## src/rtl/instr_encoder_tx_if.sv

```systemverilog
// Command, instruction and status signals between the host controller,
// the instruction encoder and the coprocessor.
interface instr_encoder_tx_if #(
    parameter int FIFO_DEPTH = 4
);
    logic                         cmd_valid;
    logic                         cmd_ready;
    logic [3:0]                   cmd_opcode;
    logic [5:0]                   cmd_location;
    logic [1:0]                   cmd_id;
    logic [15:0]                  cmd_data;
    logic                         instr_valid;
    logic                         instr_ready;
    logic [31:0]                  instruction;
    logic                         cop_done;
    logic                         busy;
    logic                         timeout;
    logic [$clog2(FIFO_DEPTH):0]  fifo_count;

    // Encoder side: accepts commands, issues instructions.
    modport master (
        input  cmd_valid, cmd_opcode, cmd_location, cmd_id, cmd_data,
        input  instr_ready, cop_done,
        output cmd_ready, instr_valid, instruction, busy, timeout, fifo_count
    );

    // Environment side: host controller plus coprocessor.
    modport slave (
        output cmd_valid, cmd_opcode, cmd_location, cmd_id, cmd_data,
        output instr_ready, cop_done,
        input  cmd_ready, instr_valid, instruction, busy, timeout, fifo_count
    );
endinterface

```

## src/rtl/instr_encoder_tx.sv

```systemverilog
// Packs field-level commands into 32-bit instruction words, buffers them and issues
// one at a time, waiting for cop_done. Build option INSTR_PARITY_EN puts odd parity in bit 31.
//
// state     | meaning
// IDLE      | nothing in flight; move to ISSUE when the FIFO holds a word
// ISSUE     | FIFO head presented on instr_valid until instr_ready
// WAIT_DONE | word accepted; waiting for cop_done or timer expiry
module instr_encoder_tx #(
    parameter int FIFO_DEPTH   = 4,
    parameter int DONE_TIMEOUT = 255
) (
    input  logic               clk,
    input  logic               rst,
    instr_encoder_tx_if.master bus
);
    localparam int PW = $clog2(FIFO_DEPTH);
    localparam int TW = $clog2(DONE_TIMEOUT + 1);
    localparam logic [PW:0]   DEPTH_C    = (PW + 1)'(FIFO_DEPTH);
    localparam logic [TW-1:0] TIMER_LOAD = TW'(DONE_TIMEOUT - 1);

    typedef enum logic [1:0] {
        IDLE,
        ISSUE,
        WAIT_DONE
    } state_t;

    state_t        state;
    state_t        state_nxt;
    logic [31:0]   mem [FIFO_DEPTH];
    logic [PW-1:0] wr_ptr;
    logic [PW-1:0] rd_ptr;
    logic [PW:0]   count;
    logic [TW-1:0] timer;
    logic [TW-1:0] timer_nxt;
    logic          timeout_q;
    logic          timeout_nxt;
    logic [31:0]   pack_word;
    logic          push;
    logic          pop;
    logic          empty;

    always_comb begin
        pack_word       = '0;
        pack_word[3:0]  = bus.cmd_opcode;
        if (bus.cmd_opcode[3]) begin
            pack_word[11:4]  = bus.cmd_data[15:8];
            pack_word[19:12] = bus.cmd_data[7:0];
        end else begin
            pack_word[9:4]   = bus.cmd_location;
            pack_word[11:10] = bus.cmd_id;
            pack_word[19:12] = bus.cmd_data[15:8];
            pack_word[27:20] = bus.cmd_data[7:0];
        end
`ifdef INSTR_PARITY_EN
        pack_word[31] = ~^pack_word[30:0];
`else
        pack_word[31] = 1'b0;
`endif
    end

    assign empty = (count == '0);
    assign push  = bus.cmd_valid && bus.cmd_ready;
    // ISSUE is only entered with a non-empty FIFO, so a pop never underflows.
    assign pop   = (state == ISSUE) && bus.instr_ready;

    always_ff @(posedge clk) begin
        if (push) begin
            mem[wr_ptr] <= pack_word;
        end
    end

    always_ff @(posedge clk or posedge rst) begin
        if (rst) begin
            wr_ptr <= '0;
            rd_ptr <= '0;
            count  <= '0;
        end else begin
            if (push) begin
                wr_ptr <= wr_ptr + 1'b1;
            end
            if (pop) begin
                rd_ptr <= rd_ptr + 1'b1;
            end
            if (push && !pop) begin
                count <= count + 1'b1;
            end else if (pop && !push) begin
                count <= count - 1'b1;
            end
        end
    end

    always_ff @(posedge clk or posedge rst) begin
        if (rst) begin
            state     <= IDLE;
            timer     <= '0;
            timeout_q <= 1'b0;
        end else begin
            state     <= state_nxt;
            timer     <= timer_nxt;
            timeout_q <= timeout_nxt;
        end
    end

    // Timer counts down from DONE_TIMEOUT-1; expiry is the wait cycle that finds it at zero.
    always_comb begin
        state_nxt   = state;
        timer_nxt   = timer;
        timeout_nxt = 1'b0;
        case (state)
            IDLE: begin
                if (!empty) begin
                    state_nxt = ISSUE;
                end
            end
            ISSUE: begin
                if (bus.instr_ready) begin
                    state_nxt = WAIT_DONE;
                    timer_nxt = TIMER_LOAD;
                end
            end
            WAIT_DONE: begin
                if (bus.cop_done) begin
                    state_nxt = IDLE;
                end else if (timer == '0) begin
                    state_nxt   = IDLE;
                    timeout_nxt = 1'b1;
                end else begin
                    timer_nxt = timer - 1'b1;
                end
            end
            default: begin
                state_nxt = IDLE;
            end
        endcase
    end

    assign bus.cmd_ready   = (count < DEPTH_C);
    assign bus.instr_valid = (state == ISSUE);
    assign bus.instruction = (state == ISSUE) ? mem[rd_ptr] : '0;
    assign bus.busy        = (state != IDLE) || !empty;
    assign bus.timeout     = timeout_q;
    assign bus.fifo_count  = count;
endmodule

```

## src/flat_wrapper.sv

```systemverilog
// flat-port wrapper written by rule: the top's interface ports become plain ports
module instr_encoder_tx_flat 
#(
    parameter int FIFO_DEPTH   = 4,
    parameter int DONE_TIMEOUT = 255
)
  (clk, rst, bus_cmd_valid, bus_cmd_opcode, bus_cmd_location, bus_cmd_id, bus_cmd_data, bus_instr_ready, bus_cop_done, bus_cmd_ready, bus_instr_valid, bus_instruction, bus_busy, bus_timeout, bus_fifo_count);
  instr_encoder_tx_if #(.FIFO_DEPTH(FIFO_DEPTH)) bus_i ();
  input  logic clk;
  input  logic rst;
  input wire logic [$bits(bus_i.cmd_valid)-1:0] bus_cmd_valid;
  input wire logic [$bits(bus_i.cmd_opcode)-1:0] bus_cmd_opcode;
  input wire logic [$bits(bus_i.cmd_location)-1:0] bus_cmd_location;
  input wire logic [$bits(bus_i.cmd_id)-1:0] bus_cmd_id;
  input wire logic [$bits(bus_i.cmd_data)-1:0] bus_cmd_data;
  input wire logic [$bits(bus_i.instr_ready)-1:0] bus_instr_ready;
  input wire logic [$bits(bus_i.cop_done)-1:0] bus_cop_done;
  output wire logic [$bits(bus_i.cmd_ready)-1:0] bus_cmd_ready;
  output wire logic [$bits(bus_i.instr_valid)-1:0] bus_instr_valid;
  output wire logic [$bits(bus_i.instruction)-1:0] bus_instruction;
  output wire logic [$bits(bus_i.busy)-1:0] bus_busy;
  output wire logic [$bits(bus_i.timeout)-1:0] bus_timeout;
  output wire logic [$bits(bus_i.fifo_count)-1:0] bus_fifo_count;
  assign bus_i.cmd_valid = bus_cmd_valid;
  assign bus_i.cmd_opcode = bus_cmd_opcode;
  assign bus_i.cmd_location = bus_cmd_location;
  assign bus_i.cmd_id = bus_cmd_id;
  assign bus_i.cmd_data = bus_cmd_data;
  assign bus_i.instr_ready = bus_instr_ready;
  assign bus_i.cop_done = bus_cop_done;
  assign bus_cmd_ready = bus_i.cmd_ready;
  assign bus_instr_valid = bus_i.instr_valid;
  assign bus_instruction = bus_i.instruction;
  assign bus_busy = bus_i.busy;
  assign bus_timeout = bus_i.timeout;
  assign bus_fifo_count = bus_i.fifo_count;
  instr_encoder_tx #(.FIFO_DEPTH(FIFO_DEPTH), .DONE_TIMEOUT(DONE_TIMEOUT)) u_core (.clk(clk), .rst(rst), .bus(bus_i));
endmodule
```

## config.mk

```make
export PLATFORM = sky130hd
export DESIGN_NAME = instr_encoder_tx_flat
export DESIGN_NICKNAME = d
export VERILOG_FILES = /design/src/rtl/instr_encoder_tx_if.sv /design/src/rtl/instr_encoder_tx.sv /design/src/flat_wrapper.sv
export SDC_FILE = /design/constraint.sdc
export NUM_CORES = 1
export LEC_CHECK = 0
export CELL_PAD_IN_SITES_DETAIL_PLACEMENT = 1
export CELL_PAD_IN_SITES_GLOBAL_PLACEMENT = 1
export CORE_ASPECT_RATIO = 1.75
export CORE_MARGIN = 1
export CORE_UTILIZATION = 47
export DETAILED_ROUTE_END_ITERATION = 10
export PLACE_DENSITY_LB_ADDON = 0.12
export SKIP_LAST_GASP = 1
export SYNTH_ARGS = -nofsm -noshare
export SYNTH_HDL_FRONTEND = slang
export SYNTH_SLANG_ARGS = --single-unit
```

## constraint.sdc

```tcl
create_clock -name clk -period 2.9 [get_ports clk]
set_clock_uncertainty 0.2 [all_clocks]
set_input_delay 0.435 -clock clk [delete_from_list [all_inputs] [get_ports clk]]
set_output_delay 0.435 -clock clk [all_outputs]
set_load 0.05 [all_outputs]
```

# Word level (Yosys, flattened, before mapping)
# Memory sizes are Yosys's and may differ from the RTL's.
# Index checks and enable logic that the tools add are counted.
totals:
  regBits: 18
  latchBits: 0
  mem_bits_rw: 112
  rom_bits: 0
  inputBits: 33
  output_inout_bits: 39
  wordCells: 55
  mem_count: 1
memory_table:
  columns: ["name", "words", "word_bits", "read_ports", "rd_clocked_by_memory_dff", "write_ports", "line", "source"]
  rows:
  - ["u_core.mem", 4, 28, 1, 0, 1, "instr_encoder_tx.sv:29", "logic [31:0] mem [FIFO_DEPTH];"]
classes:
  n_addsub: 5
  n_mul: 0
  div: 0
  order_cmp: 1
  n_eq_ne: 7
  shifts: 0
  mux: 19
  bitwise: 0
  reduce_logical: 16
ops:
  columns: ["cell", "n"]
  rows:
  - ["$mux W32", 1]
  - ["$mux W8", 4]
  - ["$mux W16", 1]
  - ["$pmux W8 S2", 1]
  - ["$logic_not A8 Y1", 1]
  - ["$mux W2", 4]
  - ["$ne A2 B2 Y1 const B", 4]
  - ["$sub A8 B1 Y8 const B", 1]
  - ["$mux W3", 2]
  - ["$pmux W2 S3", 1]
  - ["$reduce_bool A2 Y1", 3]
  - ["$mux W1", 5]
  - ["$add A2 B1 Y2 const B", 2]
  - ["$logic_and A1 B1 Y1", 4]
  - ["$reduce_and A4 Y1", 1]
  - ["$add A3 B1 Y3 const B", 1]
  - ["$logic_not A1 Y1", 3]
  - ["$logic_not A3 Y1", 1]
  - ["$lt A3 B3 Y1 const B", 1]
  - ["$ne A3 B2 Y1 const B", 1]
  - ["$reduce_and A3 Y1", 1]
  - ["$sub A3 B1 Y3 const B", 1]
  - ["$eq A2 B1 Y1 const B", 1]
  - ["$eq A2 B2 Y1 const B", 1]
  - ["2 further kinds", 2]

# Longest topological paths before layout
# Gate-level depths: netlist (run 1).
logic_depth:
  word_depth: 6
  depth_mapped: 9
  mapped_depth_nobuf: 8

# Worst setup path before layout (run 1)
# OpenSTA, ideal clock, no wires.
synth_path:
  path_type: "register to output"
  from: "reg u_core.state[1]"
  to: "out bus_instruction[10]"
  arrival_time_ns: 1.671
  required_ns: 2.265
  slack_ns: 0.594
  stages_incl_launch_ff: 5
  path_buffers: 2
  cell_sequence: "dfrtp_1 nand2b_1 clkbuf_1 clkbuf_1 nor2b_1"
synth_between:
  elab_chain_cells: 2
synth_lines:
  columns: ["item", "line", "source"]
  rows:
  - ["start: declaration", "instr_encoder_tx.sv:27", "state_t state;"]
  - ["start signal: assignment", "instr_encoder_tx.sv:98", "state <= state_nxt;"]
  - ["$eq A2 B1 Y1", "instr_encoder_tx.sv:139", "assign bus.instruction = (state == ISSUE) ? mem[rd_ptr] : '0;"]
  - ["$mux W32", "instr_encoder_tx.sv:139", null]
  - ["end: declaration", "flat_wrapper.sv:20", "output wire logic [$bits(bus_i.instruction)-1:0] bus_instruction;"]
# No other way between the ends.

# Final worst setup path (run 1)
layout_path:
  from: "reg u_core.rd_ptr[0]"
  to: "out bus_instruction[24]"
layout_between:
  elab_chain_cells: 2
layout_lines:
  columns: ["item", "line", "source"]
  rows:
  - ["start: declaration", "instr_encoder_tx.sv:31", "logic [PW-1:0] rd_ptr;"]
  - ["start signal: assignment", "instr_encoder_tx.sv:82", "rd_ptr <= rd_ptr + 1'b1;"]
  - ["$mem_v2 Z4 W28", null, null]
  - ["$mux W32", "instr_encoder_tx.sv:139", null]
# No other way between the ends.

==> results of run 1 <==
stage by stage:
step	util	instance area, sq um	hold slack (ns)	cells
finish	0.631	7260	0.264	539
global route	0.631	7260	0.289	539
CTS	0.631	7260	0.260	539
detailed placement	0.579	6670	0.266	507
global placement	0.579	6670	0.262	507
floorplan	-	5520	0.174	309
layout make-up:
cell class | instances | area share
Inverter | 9 | 0.00465
Clock buffer | 18 | 0.0591
Timing Repair Buffer | 82 | 0.148
Tap cell | 135 | 0.0233
Sequential cell | 130 | 0.525
Clock inverter | 14 | 0.0227
Multi-Input combinational cell | 151 | 0.217
cell families (layout without fill, tap and decap cells):
family          Yosys count  after routing  synth area share
xor+xnor                  6              6           0.00954
other cells               1              4          0.000681
mux                      51             51             0.160
compound gates           10             10            0.0150
simple gates             72             72            0.0793
fa+ha+maj                 8              8            0.0195
buf+inv                  28            123            0.0234
flops                   130            130             0.692
worst max-delay path by stage:
| stage | from | to | slack (ns) | cells after the start |
|---|---|---|---|---|
| floorplan | u_core.state[1] | bus_instruction[10] | 0.59 | 4 |
| global placement | bus_instr_ready | u_core.bus.fifo_count[2] | 0.40 | 9 |
| detailed placement | bus_instr_ready | u_core.bus.fifo_count[2] | 0.35 | 9 |
| CTS | u_core.rd_ptr[0] | bus_instruction[24] | 0.14 | 4 |
| global route | u_core.rd_ptr[0] | bus_instruction[10] | 0.08 | 4 |
| finish | u_core.rd_ptr[0] | bus_instruction[24] | 0.18 | 4 |
power by group:
part	total (uW)	switching, uW	internal [uW]	leakage, uW
logic	3570	1930	1640	0.00107
registers	2530	170	2360	0.00122
clock network	2110	765	1340	0.000279
sequential cells by signal, summed over array words and instances, names as in the netlist:
signal,cells
u_core.bus.fifo_count,3
u_core.bus.timeout,1
u_core.mem,112
u_core.rd_ptr,2
u_core.state,2
u_core.timer,8
u_core.wr_ptr,2
placed cells by master (no fill, tap or decap), drive strengths merged, types with 2 or more instances in the layout:
cell	count
buf	44
ha	7
clkinvlp	4
or3b	2
mux2	17
mux4	28
and2	4
clkbuf	18
dfrtp	18
nor2	11
xnor2	5
and3b	2
inv	9
mux2i	6
edfxtp	112
clkinv	7
nor2b	37
nor3	3
o21ai	3
o211ai	3
bufinv	3
clkdlybuf4s50	38
conb	4
nand2	5
nand4b	2
layer usage:
metal / share of wire / vias to the layer above
li1: - / 1334
met1: 0.40 / 1571
met2: 0.55 / 76
met3: 0.030 / 19
met4: 0.023 / 0
met5: 0 / -
==> results.txt, run 1 <==
Outcome: complete, but fails checks
Failing checks: DRC
Initial core utilization: 0.478
GR Util met2: 0.372
Area of the multi-input gates: 0.00158 sq mm
Worst VDD drop: 0.000919 V
Crit path cell chain: buf_4 > mux4_2 > nor2b_1 > buf_12
# fillers: 983
FMAX: 0.368 GHz
GR peak layer: met2
Post-synth EDFFs: 112
Synth Warn #: 0
Ports: 72
Predominant post-synthesis flop cell: edfxtp_1
Die H: 145 microns
Post-route setup TNS: 0 ns
Avg Vias per Cell: 5.57
CTS Buf Count: 17
Clock Sinks: 130
Leak Pwr: 0.00257 uW
# DRC: 7
Yosys reg bits: 130
Gr ovfl total: 0
H-tree Lvls: 4
Slew @ Worst Pin: 0.752 ns
Sequential cell area: 0.00381 sq mm
Total power draw: 8210 uW
Via count: 3000
Setup Slack @ Placement: 0.354 ns
Slew margin rel.: 0.498
Top cells by area in the synthesized netlist: edfxtp_1, mux4_2, dfrtp_1
Largest net degree at the start of global routing: 30
Routability cong.: 0.690
Share of cells above drive strength 1: 0.312
Nature of the critical path endpoint: primary output
Critical path required time: 2.27 ns
Critical Path Slowest Stage Cell: dfrtp_2
Synth unique cells: 36
Root Buffer: clkbuf_16
Smallest setup slack after layout: 0.180 ns
Most common cell in the netlist: edfxtp_1
Reg clk slew, reported paths: 0.06 ns
Post-CTS setup buffers: 0
Reg2Reg Setup Slack: 0.73 ns
RSZ-0062 raised after global routing: false
Synth Instances: 306
ANT nets after route: 0
Worst path max stage delay: 0.52 ns
CTS tree: yes
Crit start category: register
GR met3 Demand/Resource: 0.0501
Crit Reg-Reg Startpoint: u_core.state[0]
Synth area leader: edfxtp_1
Synthesized area: 0.00551 sq mm
Vias in the first global route: 3371
Met1 Resource Use GR: 0.251
Antenna violations before repair: 0
First-pass GRT wire length: 18900 microns
Post_cts resized: 0
Max-cap viol count: 0
Top delay family on crit path: flip-flops
Crit path DAT: 2.08 ns
Port Buffer Count: 67
Site Rows: 52
DRT Wirelength: 11800 microns
Initial DRC Count: 152
Die area: 0.0122 sq mm
Total GRT Usage: 0.214
Post-synthesis area per instance: 18.0 sq um
Antenna cell count: 0
DP HPWL: 7400 microns
Drt wl/cell: 21.9 microns
Kind of critical path: reg -> out
Core Region: 0.0115 sq mm
Period minus WS final: 2.72 ns
Post-synth top area share: 0.611
Layout Nets: 432
R2R cell count: 8
Hold Crit Class: in -> async
# setup viols final: 0
Worst r2r dst: u_core.bus.fifo_count[2]
First-pass DRT Iterations: 7
Clock buffer depth: 2
PD cells: 1130 mW/mm^2
Die Width: 83.8 microns
Maximum fanout along the worst path: 8
Final Hold Viols: 0
Skew-Pair Late Insertion Delay: 0.40 ns
Post-synth top cells: edfxtp_1, nor2b_1, mux4_2
Pins Over Slew Limit: 0
Area Growth Syn to Fin: 31.8%
Ys async rst share: 0.138
Period utilization: 0.938
Post-CTS Hold Buffers: 0
Crit path buffers/inverters: 2
Sequential fraction of the synthesis area: 0.692
Note: power is estimated with default switching activity, not from simulation.
==> run 2: changes to the inputs <==
Clock period 2.9 ns to 2.7 ns, I/O delays scaled along.
==> results.txt, run 2 (synthesis results as in run 1) <==
Die H: 145 microns
Setup Slack @ Placement: 0.264 ns
Root Buffer: clkbuf_16
Nature of the critical path endpoint: primary output
Total GRT Usage: 0.206
Crit start category: register
Ports: 72
Maximum fanout along the worst path: 28
Post-CTS setup buffers: 0
Failing checks: DRC
CTS Buf Count: 17
Leak Pwr: 0.00256 uW
Period utilization: 0.965
Hold Crit Class: in -> async
Kind of critical path: reg -> out
Worst VDD drop: 0.000987 V
Commonest non-fill, non-tap cell in the layout: edfxtp_1
Sw frac: 0.346
Gr ovfl total: 0
Port Buffer Count: 67
Clock power frac: 0.250
Antenna cell count: 0
Drt wl/cell: 21.3 microns
Combinational fraction of design power: 0.442
FMAX: 0.384 GHz
Post_cts resized: 0
Die area: 0.0122 sq mm
Site Rows: 52
Commonest non-fill, non-tap cells in the layout: edfxtp_1, clkdlybuf4s50_1, nor2b_1, buf_12, mux4_2
Sw Pwr: 3030 uW
CTS tree: yes
Antenna violations before repair: 0
RSZ-0062 raised after global routing: false
Post-route setup TNS: 0 ns
First-pass DRT Iterations: 7
Die Width: 83.8 microns
Smallest setup slack after layout: 0.0932 ns
Critical path required time: 2.10 ns
Skew-Pair Late Insertion Delay: 0.41 ns
Via count: 2972
Final Hold Viols: 0
Period minus WS final: 2.61 ns
# setup viols final: 0
Max-cap viol count: 0
Area Growth Syn to Fin: 32.1%
# fillers: 1006
Crit path DAT: 2.00 ns
Post-CTS Hold Buffers: 0
Seq pwr share: 0.308
Initial DRC Count: 134
R2R cell count: 8
First-pass GRT wire length: 18400 microns
Share of cells above drive strength 1: 0.295
Worst r2r dst: u_core.bus.fifo_count[2]
Register with the most flip-flops: u_core.mem
Clock buffer depth: 2
DP HPWL: 7260 microns
Initial core utilization: 0.478
Reg clk slew, reported paths: 0.05 ns
Outcome: complete, but fails checks
Pins Over Slew Limit: 0
Reg2Reg Setup Slack: 0.62 ns
Crit Reg-Reg Startpoint: u_core.state[0]
Layout Nets: 428
Routability cong.: 0.721
H-tree Lvls: 4
PD cells: 1200 mW/mm^2
Avg Vias per Cell: 5.56
Slew @ Worst Pin: 0.715 ns
Largest net degree at the start of global routing: 30
Total power draw: 8750 uW
Clock Sinks: 130
Core Region: 0.0115 sq mm
Vias in the first global route: 3352
Slew margin rel.: 0.523
Int Pwr: 5720 uW
DRT Wirelength: 11400 microns
Max reg flops: 112
# DRC: 7
ANT nets after route: 0
Final core occ: 0.632
-- run 2: how the worst max path moves through the flow --
stage	to	startpoint	slack, ns	cells past startpoint
2_1_floorplan	u_core.mem[0][0]	u_core.bus.fifo_count[2]	0.41	3
3_3_place_gp	u_core.bus.fifo_count[1]	bus_instr_ready	0.33	7
3_5_place_dp	u_core.bus.fifo_count[2]	bus_instr_ready	0.26	9
4_1_cts	bus_instruction[14]	u_core.rd_ptr[0]	0.05	4
5_1_grt	bus_instruction[14]	u_core.rd_ptr[0]	0.007	4
6_report	bus_instruction[14]	u_core.rd_ptr[0]	0.09	4
-- run 2: power by group through the flow --
stage	Sequential, uW	Combinational [uW]	Clock [uW]
final	2700	3870	2180
after global routing	2730	4070	2280
after CTS	2700	3930	2220
after detailed placement	2740	3910	0
after global placement	2720	3850	0
after floorplan	2750	2190	0
-- run 2: metal layers --
layer | GRT usage | wire length, microns | up-vias
met2 | 0.375 | 6460 | 65
li1 | - | - | 1328
met4 | 0.0819 | 244 | 0
met5 | 0 | 0 | -
met3 | 0.0506 | 334 | 18
met1 | 0.227 | 4330 | 1561
-- run 2: cell type report --
cell class,instances,area (sq um),area share
flip-flops and latches,130,3810,0.525
well taps,135,169,0.0232
clock inverters,5,50.0,0.00688
clock buffers,27,523,0.0719
repair buffers,78,1110,0.152
inverters,9,33.8,0.00464
multi-input cells,151,1580,0.217
-- run 2: per-stage QoR --
stage | std cells | area [sq um] | hold WS [ns]
floorplan | 309 | 5520 | 0.144
detailed placement | 503 | 6700 | 0.324
global placement | 503 | 6700 | 0.303
CTS | 535 | 7270 | 0.235
global route | 535 | 7270 | 0.298
finish | 535 | 7270 | 0.216
-- run 2: worst max-delay path: stages (launching register included) --
cell     delay [ns]
dfrtp_2        0.41
buf_12         0.27
mux4_2         0.54
nor2b_1        0.18
buf_12         0.18
==> run 3: changes to the inputs <==
Settings changed: GPL_TIMING_DRIVEN set to 0, SKIP_LAST_GASP 1 to unset.
==> results.txt, run 3 (synthesis results as in run 1) <==
Crit Reg-Reg Startpoint: u_core.state[0]
Commonest non-fill, non-tap cells in the layout: edfxtp_1, clkdlybuf4s50_1, nor2b_1, mux4_2, buf_2
Period minus WS final: 2.63 ns
Leak Pwr: 0.00250 uW
Nature of the critical path endpoint: primary output
Via count: 3009
Hold Crit Class: in -> async
DP HPWL: 7440 microns
Largest net degree at the start of global routing: 29
Post-route design area: 0.00697 sq mm
Share of cells above drive strength 1: 0.314
Avg Vias per Cell: 5.54
Reg2Reg Setup Slack: 0.30 ns
Die H: 145 microns
Die area: 0.0122 sq mm
Failing checks: DRC
Reg clk slew, reported paths: 0.05 ns
Crit path DAT: 2.03 ns
Vias in the first global route: 3353
Post_cts resized: 112
Crit path capture: bus_instruction[7]
Initial DRC Count: 172
Ports: 72
Root Buffer: clkbuf_16
# setup viols final: 0
Register with the most flip-flops: u_core.mem
Worst VDD drop: 0.000863 V
H-tree Lvls: 4
Hold slack: 0.219 ns
Max-cap viol count: 0
PD cells: 1190 mW/mm^2
Period utilization: 0.974
# DRC: 7
Skew-Pair Late Insertion Delay: 0.42 ns
Final Hold Viols: 0
Maximum fanout along the worst path: 10
First-pass GRT wire length: 19100 microns
Post-placement cell area: 0.00636 sq mm
Pins Over Slew Limit: 0
Critical path required time: 2.10 ns
Total GRT Usage: 0.221
Clock Sinks: 130
CTS Buf Count: 17
Antenna cell count: 0
Commonest non-fill, non-tap cell in the layout: edfxtp_1
DRT Wirelength: 12100 microns
FMAX: 0.380 GHz
R2R cell count: 9
Initial core utilization: 0.478
Crit start category: register
Port Buffer Count: 67
Core Region: 0.0115 sq mm
CTS tree: yes
Slew @ Worst Pin: 0.823 ns
Max reg flops: 112
ANT nets after route: 0
Worst Setup SP: u_core.rd_ptr[0]
Gr ovfl total: 0
Drt wl/cell: 22.3 microns
Smallest setup slack after layout: 0.0696 ns
RSZ-0062 raised after global routing: true
Antenna violations before repair: 0
Worst r2r dst: u_core.bus.fifo_count[2]
Outcome: complete, but fails checks
Routability cong.: 0.741
Setup Slack @ Placement: -0.399 ns
Total power draw: 8330 uW
Clock buffer depth: 2
Slew margin rel.: 0.451
Post-CTS setup buffers: 0
First-pass DRT Iterations: 9
Layout Nets: 436
Post-CTS Hold Buffers: 0
Site Rows: 52
Kind of critical path: reg -> out
Die Width: 83.8 microns
Area Growth Syn to Fin: 26.6%
## run 3: cell count changes in the layout (fill, tap and decap cells not counted), sizes merged
cell	before	now
buf	40	29
clkdlybuf4s15	0	9
bufinv	1	5
clkbuf	27	30
clkdlybuf4s18	0	1
clkinvlp	1	2
dlygate4sd2	0	1
## run 3: final cells by class
type | count | area, sq um
Fill cell | 1043 | 4540
Sequential cell | 130 | 3810
Clock buffer | 22 | 464
Inverter | 9 | 33.8
Buffer | 19 | 140
Tap cell | 135 | 169
Timing Repair Buffer | 67 | 591
Clock inverter | 10 | 180
Multi-Input combinational cell | 151 | 1580
## run 3: worst max-delay path, stage by stage, from the launching register on
cell and delay [ns]:
dfrtp_2 0.42, buf_8 0.19, mux4_2 0.51, nor2b_1 0.14, clkdlybuf4s15_2 0.33
## run 3: metal layers
metal | global-route usage | wire [microns]
met1 | 0.240 | 4480
met5 | 0 | 0
met4 | 0.0862 | 238
met2 | 0.400 | 6840
met3 | 0.0631 | 530
## run 3: worst min path at each step
stage | from | depth (start not counted) | to
CTS | rst | 2 | u_core.bus.fifo_count[0]
finish | rst | 2 | u_core.bus.fifo_count[0]
floorplan | rst | 1 | u_core.bus.fifo_count[0]
global route | rst | 2 | u_core.bus.fifo_count[1]
detailed placement | u_core.timer[3] | 1 | u_core.timer[3]
global placement | u_core.timer[4] | 1 | u_core.timer[4]
## run 3: per-stage QoR
step | utilization | std cells | setup TNS [ns]
floorplan | - | 309 | 0
global placement | 0.552 | 511 | -53.34
detailed placement | 0.553 | 511 | -5.12
CTS | 0.611 | 543 | -0.0968
global route | 0.606 | 543 | -0.0144
finish | 0.606 | 543 | 0
## run 3: report_power, final
part           total, uW  internal (uW)  switching, uW
registers           2700           2540            161
logic               3130           1140           1990
clock network       2500           1680            818
